File: src/rtl/axi_rd_arb_pkg.sv
// axi_rd_arb_pkg: shared encodings for the AXI3 read-channel arbiter.
// FSM state encoding, fixed AXI field values and requester indices.
package axi_rd_arb_pkg;

  typedef enum logic [1:0] {
    ST_IDLE = 2'd0,
    ST_AR   = 2'd1,
    ST_R    = 2'd2
  } state_t;

  localparam logic [1:0] BURST_INCR = 2'b01;
  localparam logic [1:0] RESP_OKAY  = 2'b00;

  localparam int REQ_INST = 0;
  localparam int REQ_DATA = 1;

endpackage

File: src/rtl/axi_rd_arb_pick.sv
// axi_rd_arb_pick: combinational winner select, one-hot grant.
// Build option AXI_RD_ARB_RR_EN: round-robin tie break using ptr,
// otherwise data load always beats instruction fetch.
module axi_rd_arb_pick
  import axi_rd_arb_pkg::*;
(
  input  logic       inst_req,
  input  logic       data_req,
`ifdef AXI_RD_ARB_RR_EN
  input  logic       ptr,
`endif
  output logic [1:0] gnt
);

  // Pick at most one requester; a lone requester always wins.
  always_comb begin
    gnt = 2'b00;
`ifdef AXI_RD_ARB_RR_EN
    if (inst_req && data_req) begin
      gnt[REQ_DATA] = ptr;
      gnt[REQ_INST] = ~ptr;
    end else begin
      gnt[REQ_INST] = inst_req;
      gnt[REQ_DATA] = data_req;
    end
`else
    gnt[REQ_DATA] = data_req;
    gnt[REQ_INST] = inst_req & ~data_req;
`endif
  end

endmodule

File: src/rtl/axi_rd_arbiter.sv
// axi_rd_arbiter: shares one AXI3 AR/R channel between instruction fetch
// (requester 0) and data load (requester 1), one burst in flight at a time.
// Build option AXI_RD_ARB_RR_EN selects round-robin instead of data-first.
module axi_rd_arbiter
  import axi_rd_arb_pkg::*;
#(
  parameter int         ADDR_W  = 32,
  parameter int         DATA_W  = 32,
  parameter logic [3:0] ID_INST = 4'd0,
  parameter logic [3:0] ID_DATA = 4'd1
) (
  input  logic              aclk,
  input  logic              reset,
  input  logic              inst_req,
  input  logic [ADDR_W-1:0] inst_addr,
  input  logic [3:0]        inst_len,
  input  logic [2:0]        inst_size,
  output logic              inst_gnt,
  output logic              inst_rvalid,
  output logic              inst_rlast,
  input  logic              data_req,
  input  logic [ADDR_W-1:0] data_addr,
  input  logic [3:0]        data_len,
  input  logic [2:0]        data_size,
  output logic              data_gnt,
  output logic              data_rvalid,
  output logic              data_rlast,
  output logic [DATA_W-1:0] rd_data,
  output logic              rd_err,
  output logic [3:0]        arid,
  output logic [ADDR_W-1:0] araddr,
  output logic [3:0]        arlen,
  output logic [2:0]        arsize,
  output logic [1:0]        arburst,
  output logic [1:0]        arlock,
  output logic [3:0]        arcache,
  output logic [2:0]        arprot,
  output logic              arvalid,
  input  logic              arready,
  input  logic [3:0]        rid,
  input  logic [DATA_W-1:0] rdata,
  input  logic [1:0]        rresp,
  input  logic              rlast,
  input  logic              rvalid,
  output logic              rready
);

  state_t     state;
  logic       win_data;
  logic [3:0] beat_cnt;
  logic [1:0] pick_gnt;
  logic       ar_hs;
  logic       beat;

  assign arlock  = 2'b00;
  assign arcache = 4'b0000;
  assign arprot  = 3'b000;

  // Handshakes are masked during reset so nothing leaks to the requesters.
  assign ar_hs = arvalid & arready & ~reset;
  assign beat  = rvalid & rready & ~reset;

`ifdef AXI_RD_ARB_RR_EN
  logic rr_ptr;

  // Hand the tie-break to the requester that just lost.
  always_ff @(posedge aclk) begin
    if (reset)
      rr_ptr <= 1'b0;
    else if (ar_hs)
      rr_ptr <= ~win_data;
  end

  axi_rd_arb_pick u_pick (
    .inst_req (inst_req),
    .data_req (data_req),
    .ptr      (rr_ptr),
    .gnt      (pick_gnt)
  );
`else
  axi_rd_arb_pick u_pick (
    .inst_req (inst_req),
    .data_req (data_req),
    .gnt      (pick_gnt)
  );
`endif

  // IDLE -> AR -> R -> IDLE; AR fields are latched once and held until handshake.
  always_ff @(posedge aclk) begin
    if (reset) begin
      state    <= ST_IDLE;
      arvalid  <= 1'b0;
      rready   <= 1'b0;
      arid     <= 4'd0;
      araddr   <= '0;
      arlen    <= 4'd0;
      arsize   <= 3'd0;
      arburst  <= 2'b00;
      win_data <= 1'b0;
      beat_cnt <= 4'd0;
    end else begin
      case (state)
        ST_IDLE: begin
          if (pick_gnt != 2'b00) begin
            win_data <= pick_gnt[REQ_DATA];
            arid     <= pick_gnt[REQ_DATA] ? ID_DATA   : ID_INST;
            araddr   <= pick_gnt[REQ_DATA] ? data_addr : inst_addr;
            arlen    <= pick_gnt[REQ_DATA] ? data_len  : inst_len;
            arsize   <= pick_gnt[REQ_DATA] ? data_size : inst_size;
            arburst  <= BURST_INCR;
            arvalid  <= 1'b1;
            state    <= ST_AR;
          end
        end
        ST_AR: begin
          if (arready) begin
            arvalid  <= 1'b0;
            rready   <= 1'b1;
            beat_cnt <= 4'd0;
            state    <= ST_R;
          end
        end
        ST_R: begin
          if (rvalid) begin
            beat_cnt <= beat_cnt + 4'd1;
            if (rlast) begin
              rready <= 1'b0;
              state  <= ST_IDLE;
            end
          end
        end
        default: begin
          arvalid <= 1'b0;
          rready  <= 1'b0;
          state   <= ST_IDLE;
        end
      endcase
    end
  end

  // Route grant pulses and R beats to whichever requester won arbitration.
  always_comb begin
    inst_gnt    = ar_hs & ~win_data;
    data_gnt    = ar_hs & win_data;
    inst_rvalid = beat & ~win_data;
    data_rvalid = beat & win_data;
    inst_rlast  = beat & ~win_data & rlast;
    data_rlast  = beat & win_data & rlast;
    rd_data     = beat ? rdata : '0;
    rd_err      = beat & ((rresp != RESP_OKAY) ||
                          (rlast && (beat_cnt != arlen)) ||
                          ((beat_cnt == arlen) && !rlast) ||
                          (rid != arid));
  end

endmodule
File: config.mk
export PLATFORM = sky130hd
export DESIGN_NAME = axi_rd_arbiter
export DESIGN_NICKNAME = d
export VERILOG_FILES = /design/src/rtl/axi_rd_arb_pkg.sv /design/src/rtl/axi_rd_arb_pick.sv /design/src/rtl/axi_rd_arbiter.sv
export SDC_FILE = /design/constraint.sdc
export NUM_CORES = 1
export LEC_CHECK = 0
export BUFFER_PORTS_ARGS = -buffer_cell sky130_fd_sc_hd__buf_2
export CORE_MARGIN = 2
export CORE_UTILIZATION = 40
export DETAILED_ROUTE_END_ITERATION = 10
export PLACE_DENSITY = 0.8
export RECOVER_POWER = 50
export SETUP_SLACK_MARGIN = 0.15
export SLEW_MARGIN = 10
export SYNTH_ARGS = -nofsm -noshare
export SYNTH_HDL_FRONTEND = slang
export SYNTH_SLANG_ARGS = --single-unit
export TNS_END_PERCENT = 5
File: constraint.sdc
create_clock -name aclk -period 1.45 [get_ports aclk]
set_input_delay 0.2175 -clock aclk [delete_from_list [all_inputs] [get_ports aclk]]
set_output_delay 0.2175 -clock aclk [all_outputs]
set_load 0.02 [all_outputs]
==> reports/results.ini, run 1 <==
[run_status]
status = finished, violations left
violations = setup timing

[logic_synthesis]
synth_edf_count = 0
yosysWarningCount = 0
post_synth_inst_count = 294
syn_area_um2 = 2803
ys_ff_latch = 49
synth.distinct_cells = 32
syn_area_per_cell_um2 = 9.533
postSynth.topFlopCell = dfxtp_1
async_flop_share = 0
synth-seq-area-share = 0.3500

[placed_design]
dpl.hpwl_um = 6320
post-place-ws_ns = -0.1323
gp_congestion = 0.8070
portBuffers = 204

[grt]
grtUsageMet1 = 0.2272
grt_pass1_wl_um = 12850
antenna_found_initial = 0
grt_use_total = 0.2119
busiest_layer = met2
use_met3 = 0.04713
grt_max_degree = 38
grtUsageMet2 = 0.3946
grt_overflow_total = 0
grt_pass1_vias = 2816

[timing]
min_period_ns = 1.813
rsz0062_at_grt = yes
skew_ns = 0.006719
drv_slew = 0
hold_violations = 0
max_freq_mhz = 551.5
fin_crit_sh = 1.251
finalWorstSetupSlack_ns = -0.3634
finalSetupViolCount = 36

[worst_setup_path]
cp_max_fo = 2
worstPathArrival_ns = 1.60
critPathCaptureType = primary output
path_class = reg2out
critPathLaunchType = flip-flop
worst-r2r-setup-slack_ns = 0.19
crit_required_ns = 1.23

[clock_network]
hold_buffers = 0
cts_tree = done
root_buffer = clkbuf_8
cts_sinks = 49
clk_latency_ns = 0.30
cts_buffers = 5
path_clk_slew_ns = 0.10
cts_max_path_buffers = 2
htreeDepth = 2

[pwr]
internal_power_uw = 2485
vdd_drop_max_mv = 0.4459
power_density_nw_per_um2 = 852.0
seqPwrFrac = 0.415
p_switching_uw = 1384
clockPowerShare = 0.210
p_leak_uw = 0.002292
combPwrFrac = 0.376
p_sw_frac = 0.3577

[drt]
num_vias = 2924
wire_per_inst_um = 15.08
viasPerCell = 4.865
drt-pass1-iter-count = 4
wirelength_um = 9061
drtIter0Drc = 52
ant_nets = 0
drc_errors = 0

[floorplanning]
core_um2 = 6794
start_util = 0.4125
die_w_um = 87.71
num_rows = 30
die_h_um = 87.71
die_area_um2 = 7692
ios = 218

[finish]
seq_area_um2 = 999.7
final_layout_size_suffix_gt1_frac = 0.6792
multiInputGateArea_um2 = 1784
post-route-util = 0.6685
diodes = 0
final_net_count = 628
syn_to_final_growth_pct = 62.05
nFillCells = 538

[worst_hold_path]
hold_class = in2reg

[run]
cap_violations = 0

critical path: stages, from the launching register on:
cell      delay [ns]
dfxtp_2         0.33
xor2_1          0.16
nor4_2          0.30
buf_4           0.17
xnor2_2         0.06
a21boi_2        0.14
buf_6           0.14
path summary, 6_finish.rpt:
kind                                     to  cells after the start        start
worst max-delay path                 rd_err                      6  beat_cnt[1]
worst min-delay path            beat_cnt[1]                      3       rvalid
worst max register to register   araddr[22]                      5     state[0]
worst min register to register    araddr[3]                      2    araddr[3]
what timing repair did:
item | CTS | global route
resized for setup | 81 | 61
endpoints found under the setup margin | 67 | 66
endpoints found under the hold margin | 0 | 0
setup buffers | 3 | 2
cloned | 2 | 1
pin swaps | 12 | 26
power by group through the flow:
stage	logic [uW]	registers [uW]	clock network, uW
finish	1450	1600	812
global route	1560	1620	889
CTS	1400	1590	842
detailed placement	1320	1620	0
global placement	1280	1610	0
floorplan	705	1790	0
metrics by stage:
step                      hold WS [ns]  total power (uW)  area (um^2)  TNS [ns]  instances
after detailed placement        0.4998              2935         3935   -0.1323        585
after global routing            0.2343              4073         4542    -7.398        601
final                           0.2582              3869         4542    -5.499        601
after CTS                       0.2418              3833         4352    -5.742        598
after floorplan                 0.3895              2499         2863         0        306
after global placement          0.4503              2886         3935   -0.1327        585
synth_stat cells, types with 2 or more instances:
cell type / n / area, um^2
a211oi_2: 38 / 475.5
a21oi_1: 3 / 15.01
a31oi_1: 2 / 12.51
and2_1: 33 / 206.5
and3b_1: 2 / 17.52
buf_2: 5 / 25.02
buf_4: 19 / 142.6
buf_6: 5 / 56.30
clkbuf_1: 10 / 37.54
dfxtp_1: 49 / 980.9
mux2i_1: 40 / 400.4
nand2_1: 6 / 22.52
nor2_1: 52 / 195.2
nor3_1: 6 / 30.03
xor2_1: 7 / 61.31
layout make-up:
| cell class | instances | share of cell area |
|---|---|---|
| multi-input cells | 217 | 0.3928 |
| clock buffers | 5 | 0.01515 |
| flip-flops and latches | 49 | 0.2201 |
| inverters | 1 | 0.0008264 |
| well taps | 96 | 0.02645 |
| repair buffers | 230 | 0.3399 |
| clock inverters | 3 | 0.004683 |
state kept, by name, indices dropped and copies added (netlist names):
register  count
state         2
beat_cnt      4
arburst       1
arlen         4
araddr       32
win_data      1
rready        1
arvalid       1
arsize        3
cells by family (layout without fill, tap and decap cells):
logic type | after synthesis | after routing | share of synthesized area
AOI/OAI and AO/OA | 50 | 50 | 0.1991
xor gates and xnor gates | 8 | 8 | 0.02500
adders and majority gates | 1 | 1 | 0.004464
buffers and inverters | 40 | 239 | 0.09464
DFF | 49 | 49 | 0.3500
muxes | 40 | 40 | 0.1429
other | 1 | 13 | 0.001338
and+or+nand+nor | 105 | 105 | 0.1826
metal layers:
| layer | share of wire | wire (um) |
|---|---|---|
| met1 | 0.37 | 3397 |
| met2 | 0.53 | 4844 |
| met3 | 0.065 | 592 |
| met4 | 0.025 | 227 |
| met5 | 0 | 0 |
placed cells by master (no fill, tap or decap), types with 2 or more instances in the layout:
master and instances:
buf_2 165, mux2i_1 40, a211oi_2 38, dfxtp_1 38, buf_6 38, nor2_1 33
and2_4 25, buf_4 21, nor2_2 18, conb_1 13, dfxtp_2 9, and2_1 8
xor2_1 7, clkbuf_8 5, nor3_1 4, nand2_1 4, buf_12 4, a21oi_1 3
nand2_4 2, nor2_4 2, nor3_2 2, a31oi_1 2, dfxtp_4 2
Note: power is estimated with default switching activity, not from simulation.
==> inputs of run 2 (changes only) <==
- CORE_UTILIZATION: 40 -> 41
- CTS_BUF_LIST: not set -> sky130_fd_sc_hd__clkbuf_2
- PLACE_DENSITY: 0.8 -> 0.82
==> reports/results.ini, run 2 (synthesis results as in run 1) <==
[timing]
finalWorstSetupSlack_ns = -0.5063  ; -0.1429 ns
drv_slew = 0  ; unchanged
hold_ws_ns = 0.09475  ; -0.1635 ns
hold_violations = 0  ; unchanged
min_period_ns = 1.956  ; +0.1429 ns
finalSetupViolCount = 70  ; +94%
skew_ns = 0.02301  ; +0.01629 ns
rsz0062_at_grt = yes
max_freq_mhz = 511.2  ; -7.3%
fin_crit_sh = 1.349  ; +0.09852

[worst_setup_path]
cp_slowest_cell = dfxtp_2
critPathCaptureType = primary output
crit_required_ns = 1.23  ; about the same
path_cells = xor2_1 -> nor4_2 -> buf_4 -> xnor2_2 -> a21boi_2 -> buf_6
worstPathArrival_ns = 1.74  ; +0.14 ns
path_class = reg2out
cp_max_fo = 2  ; unchanged
cpPeakStageDelay_ns = 0.38  ; +0.05 ns
critPathLaunchType = flip-flop

[floorplanning]
core_um2 = 6719  ; -1.1%
start_util = 0.4171  ; +0.004609
num_rows = 30  ; unchanged
die_h_um = 86.68  ; -1.2%
ios = 218  ; unchanged
die_w_um = 86.68  ; -1.2%
die_area_um2 = 7513  ; -2.3%

[placed_design]
dpl.hpwl_um = 6073  ; -3.9%
placedCellCount = 566  ; -3.2%
gp_congestion = 0.8271  ; +2.5%
portBuffers = 204  ; unchanged
post-place-ws_ns = -0.1078  ; +0.02450 ns

[drt]
drtIter0Drc = 71  ; +37%
viasPerCell = 4.837  ; -0.58%
wirelength_um = 8328  ; -8.1%
drc_errors = 0  ; unchanged
drt-pass1-iter-count = 4  ; unchanged
ant_nets = 0  ; unchanged
num_vias = 2815  ; -3.7%
wire_per_inst_um = 14.31  ; -5.1%

[clock_network]
cts_max_path_buffers = 2  ; unchanged
clk_latency_ns = 0.41  ; +0.11 ns
htreeDepth = 2  ; unchanged
hold_buffers = 0  ; unchanged
cts_buffers = 5  ; unchanged
cts_tree = done
cts_sinks = 49  ; unchanged
path_clk_slew_ns = 0.25  ; +0.15 ns
root_buffer = clkbuf_2

[finish]
regMostFlops = araddr
fin_cells = 582  ; -3.2%
final_net_count = 625  ; -0.48%
mostFrequentLayoutCells = 162 x buf_2, 40 x mux2i_1, 40 x dfxtp_1
diodes = 0  ; unchanged
final_layout_size_suffix_gt1_frac = 0.6693  ; -0.009885
largest_reg_flops = 32  ; unchanged
syn_to_final_growth_pct = 60.18
reg_top3 = araddr (32), arlen (4), beat_cnt (4)
layout_commonest_cell = buf_2

[grt]
antenna_found_initial = 0  ; unchanged
grt_pass1_vias = 2656  ; -5.7%
grt_pass1_wl_um = 12360  ; -3.8%
grt_max_degree = 37  ; -2.6%
grt_overflow_total = 0  ; unchanged
grt_use_total = 0.2067  ; -0.005191

[run_status]
status = finished, violations left
violations = setup timing

[pwr]
vdd_drop_max_mv = 0.4414  ; -1.0%
p_leak_uw = 0.002246  ; -2.0%
finalPower_uw = 3677  ; -5.0%
power_density_nw_per_um2 = 819.0  ; -3.9%

[run]
cap_violations = 0  ; unchanged

[worst_hold_path]
hold_class = in2reg

run 2: cell count changes in the layout (fill, tap and decap cells not counted), sizes merged:
| cell | change |
|---|---|
| clkinvlp | -1 |
| clkbuf | +2 |
| buf | -4 |
run 2: where the power goes:
| part | total (uW) | leakage, uW | internal, uW | switching, uW |
|---|---|---|---|---|
| combinational | 1480 | 0.00180 | 654 | 823 |
| sequential | 1630 | 0.000410 | 1510 | 119 |
| clock | 574 | 0.0000334 | 131 | 442 |
| total | 3680 | 0.00225 | 2290 | 1380 |
run 2: per-layer routing:
layer	track usage	share of wire
met1	0.2282	0.38
met2	0.3965	0.53
met3	0.05333	0.080
met4	0.03977	0.0064
met5	0	0
run 2: path summary, 6_finish.rpt:
kind | to | startpoint | cells after the start | slack (ns)
max | rd_err | beat_cnt[1] | 6 | -0.51
min | beat_cnt[1] | rvalid | 3 | 0.09
max reg2reg | araddr[15] | state[0] | 5 | -0.11
min reg2reg | arburst[0] | arburst[0] | 2 | 0.51
run 2: repair_timing:
item,CTS,global route
setup buffers,4,2
gates cloned,2,0
endpoints found under the setup margin,77,93
gates resized for setup,105,45
pin swaps,28,36
run 2: through the flow:
stage | area [um^2] | utilization | TNS [ns]
after detailed placement | 3905 | 0.5812 | -0.1078
after floorplan | 2863 | - | 0
after global routing | 4489 | 0.6682 | -22.26
final | 4489 | 0.6682 | -14.15
after CTS | 4350 | 0.6475 | -13.24
after global placement | 3905 | 0.5812 | -0.1133
run 2: worst max-delay path: cells and delay by family (launching register included):
family                 cells  cell delay [ns]
flip-flops                 1             0.38
buffers and inverters      2             0.29
AND/OR/NAND/NOR            1             0.29
XOR/XNOR                   2             0.22
AO/OA/AOI/OAI              1             0.13
run 2: layout make-up:
type	instances	area, um^2
Multi-Input combinational cell	217	1826
Sequential cell	49	994.7
Fill cell	533	2230
Inverter	1	3.754
Timing Repair Buffer	227	1521
Tap cell	80	100.1
Clock buffer	6	30.03
Clock inverter	2	13.76
==> inputs of run 3 (changes only) <==
- REMOVE_ABC_BUFFERS: not set -> 1
==> reports/results.ini, run 3 (synthesis results as in run 1) <==
[worst_hold_path]
hold_class = in2reg

[worst_setup_path]
critPathLaunchType = flip-flop
path_class = reg2out
cp_max_fo = 2  ; unchanged
critPathCaptureType = primary output
worstPathArrival_ns = 1.70  ; -0.04 ns
crit_required_ns = 1.23  ; about the same

[clock_network]
root_buffer = clkbuf_2
hold_buffers = 0  ; unchanged
cts_max_path_buffers = 2  ; unchanged
cts_tree = done
htreeDepth = 2  ; unchanged
cts_sinks = 49  ; unchanged
path_clk_slew_ns = 0.27  ; +0.02 ns
cts_buffers = 5  ; unchanged
clk_latency_ns = 0.43  ; +0.02 ns

[timing]
fin_crit_sh = 1.325  ; -0.02409
finalSetupViolCount = 65  ; -7.1%
rsz0062_at_grt = yes
finalWorstSetupSlack_ns = -0.4713  ; +0.03494 ns
max_freq_mhz = 520.5  ; +1.8%
skew_ns = 0.02961  ; +0.006608 ns
min_period_ns = 1.921  ; -0.03494 ns
max_slew_margin = 0.5131
drv_slew = 0  ; unchanged
hold_violations = 0  ; unchanged
worst_pin_slew_ns = 0.7304

[grt]
grt_pass1_wl_um = 12510  ; +1.2%
antenna_found_initial = 0  ; unchanged
grt_max_degree = 49  ; +32%
grt_use_total = 0.2090  ; +0.002318
grt_pass1_vias = 2507  ; -5.6%
grt_overflow_total = 0  ; unchanged

[finish]
regMostFlops = araddr
largest_reg_flops = 32  ; unchanged
layout_commonest_cell = buf_2
post-route-util = 0.6453  ; -0.02290
syn_to_final_growth_pct = 54.69
final_net_count = 625  ; unchanged
final_layout_size_suffix_gt1_frac = 0.6355  ; -0.03386
reg_top3 = araddr (32), arlen (4), beat_cnt (4)
mostFrequentLayoutCells = 162 x buf_2, 40 x mux2i_1, 38 x a211oi_2

[floorplanning]
start_util = 0.4171  ; unchanged
die_w_um = 86.68  ; unchanged
ios = 218  ; unchanged
die_h_um = 86.68  ; unchanged
core_um2 = 6719  ; unchanged
die_area_um2 = 7513  ; unchanged
num_rows = 30  ; unchanged

[drt]
num_vias = 2885  ; +2.5%
ant_nets = 0  ; unchanged
viasPerCell = 4.949  ; +2.3%
drtIter0Drc = 156  ; +120%
wire_per_inst_um = 15.15  ; +5.9%
wirelength_um = 8831  ; +6.0%
drc_errors = 0  ; unchanged
drt-pass1-iter-count = 4  ; unchanged

[placed_design]
portBuffers = 204  ; unchanged
gp_congestion = 0.8120  ; -1.8%
post-place-ws_ns = -0.02858  ; +0.07926 ns
dpl.hpwl_um = 6165  ; +1.5%

[run_status]
violations = setup timing
status = finished, violations left

[pwr]
p_leak_uw = 0.002157  ; -4.0%
vdd_drop_max_mv = 0.4820  ; +9.2%
power_density_nw_per_um2 = 836.5  ; +2.1%

[run]
cap_violations = 0  ; unchanged

-- run 3: cell count changes in the layout (fill, tap and decap cells not counted), moves of 2 or more --
cell,delta
dfxtp_4,+2
clkinvlp_4,+2
nor2_2,-6
buf_4,-5
buf_12,-3
dfxtp_1,-3
buf_6,-5
clkbuf_1,+14
nor2_1,+6
buf_16,-2
-- run 3: final timing paths --
path / startpoint / slack, ns / endpoint / depth (start not counted)
hold / removal: reset / 0.04 / arlen[0] / 2
hold reg to reg: araddr[14] / 0.49 / araddr[14] / 2
setup / recovery: beat_cnt[2] / -0.47 / rd_err / 5
setup reg to reg: state[0] / -0.13 / araddr[15] / 5
-- run 3: timing repair --
item,in CTS,in global routing
pin swaps,24,32
setup endpoints to repair,73,100
setup buffers,2,0
gates resized for setup,96,59
cloned,4,2
-- run 3: power breakdown --
group	switching (uW)	internal, uW	total [uW]
Combinational	815	604	1420
Sequential	130	1510	1640
Clock	443	124	567
Total	1390	2240	3630
-- run 3: through the flow --
step	area [um^2]	hold slack (ns)	TNS [ns]	instances	power [uW]
after floorplan	2586	0.2821	-71.84	267	2359
after global placement	3852	0.4504	-0.01296	566	2847
after detailed placement	3852	0.4702	-0.02858	566	2891
after CTS	4230	0.01620	-10.55	580	3623
after global routing	4333	0.0009309	-23.99	582	3831
final	4335	0.03811	-14.08	583	3626
-- run 3: area by class of cell --
| class | count | area (um^2) |
|---|---|---|
| inverters | 1 | 3.754 |
| flip-flops and latches | 49 | 1003 |
| repair buffers | 227 | 1370 |
| clock inverters | 2 | 15.01 |
| clock buffers | 6 | 30.03 |
| diodes | 1 | 2.502 |
| well taps | 80 | 100.1 |
| multi-input cells | 217 | 1810 |
| fillers | 576 | 2384 |
-- run 3: critical path, stage by stage (launching register included) --
cell,delay [ns]
dfxtp_2,0.39
xor2_1,0.16
nor4_2,0.31
xnor2_1,0.17
a21boi_1,0.09
buf_4,0.16
-- run 3: routing by layer --
metal | share of wire | wire (um) | vias to the layer above | track usage
met5 | 0 | 0 | - | 0
met1 | 0.42 | 3682 | 1358 | 0.2745
met4 | 0.0069 | 61 | 0 | 0.04972
met3 | 0.059 | 521 | 6 | 0.04571
li1 | - | - | 1413 | -
met2 | 0.52 | 4566 | 108 | 0.3503
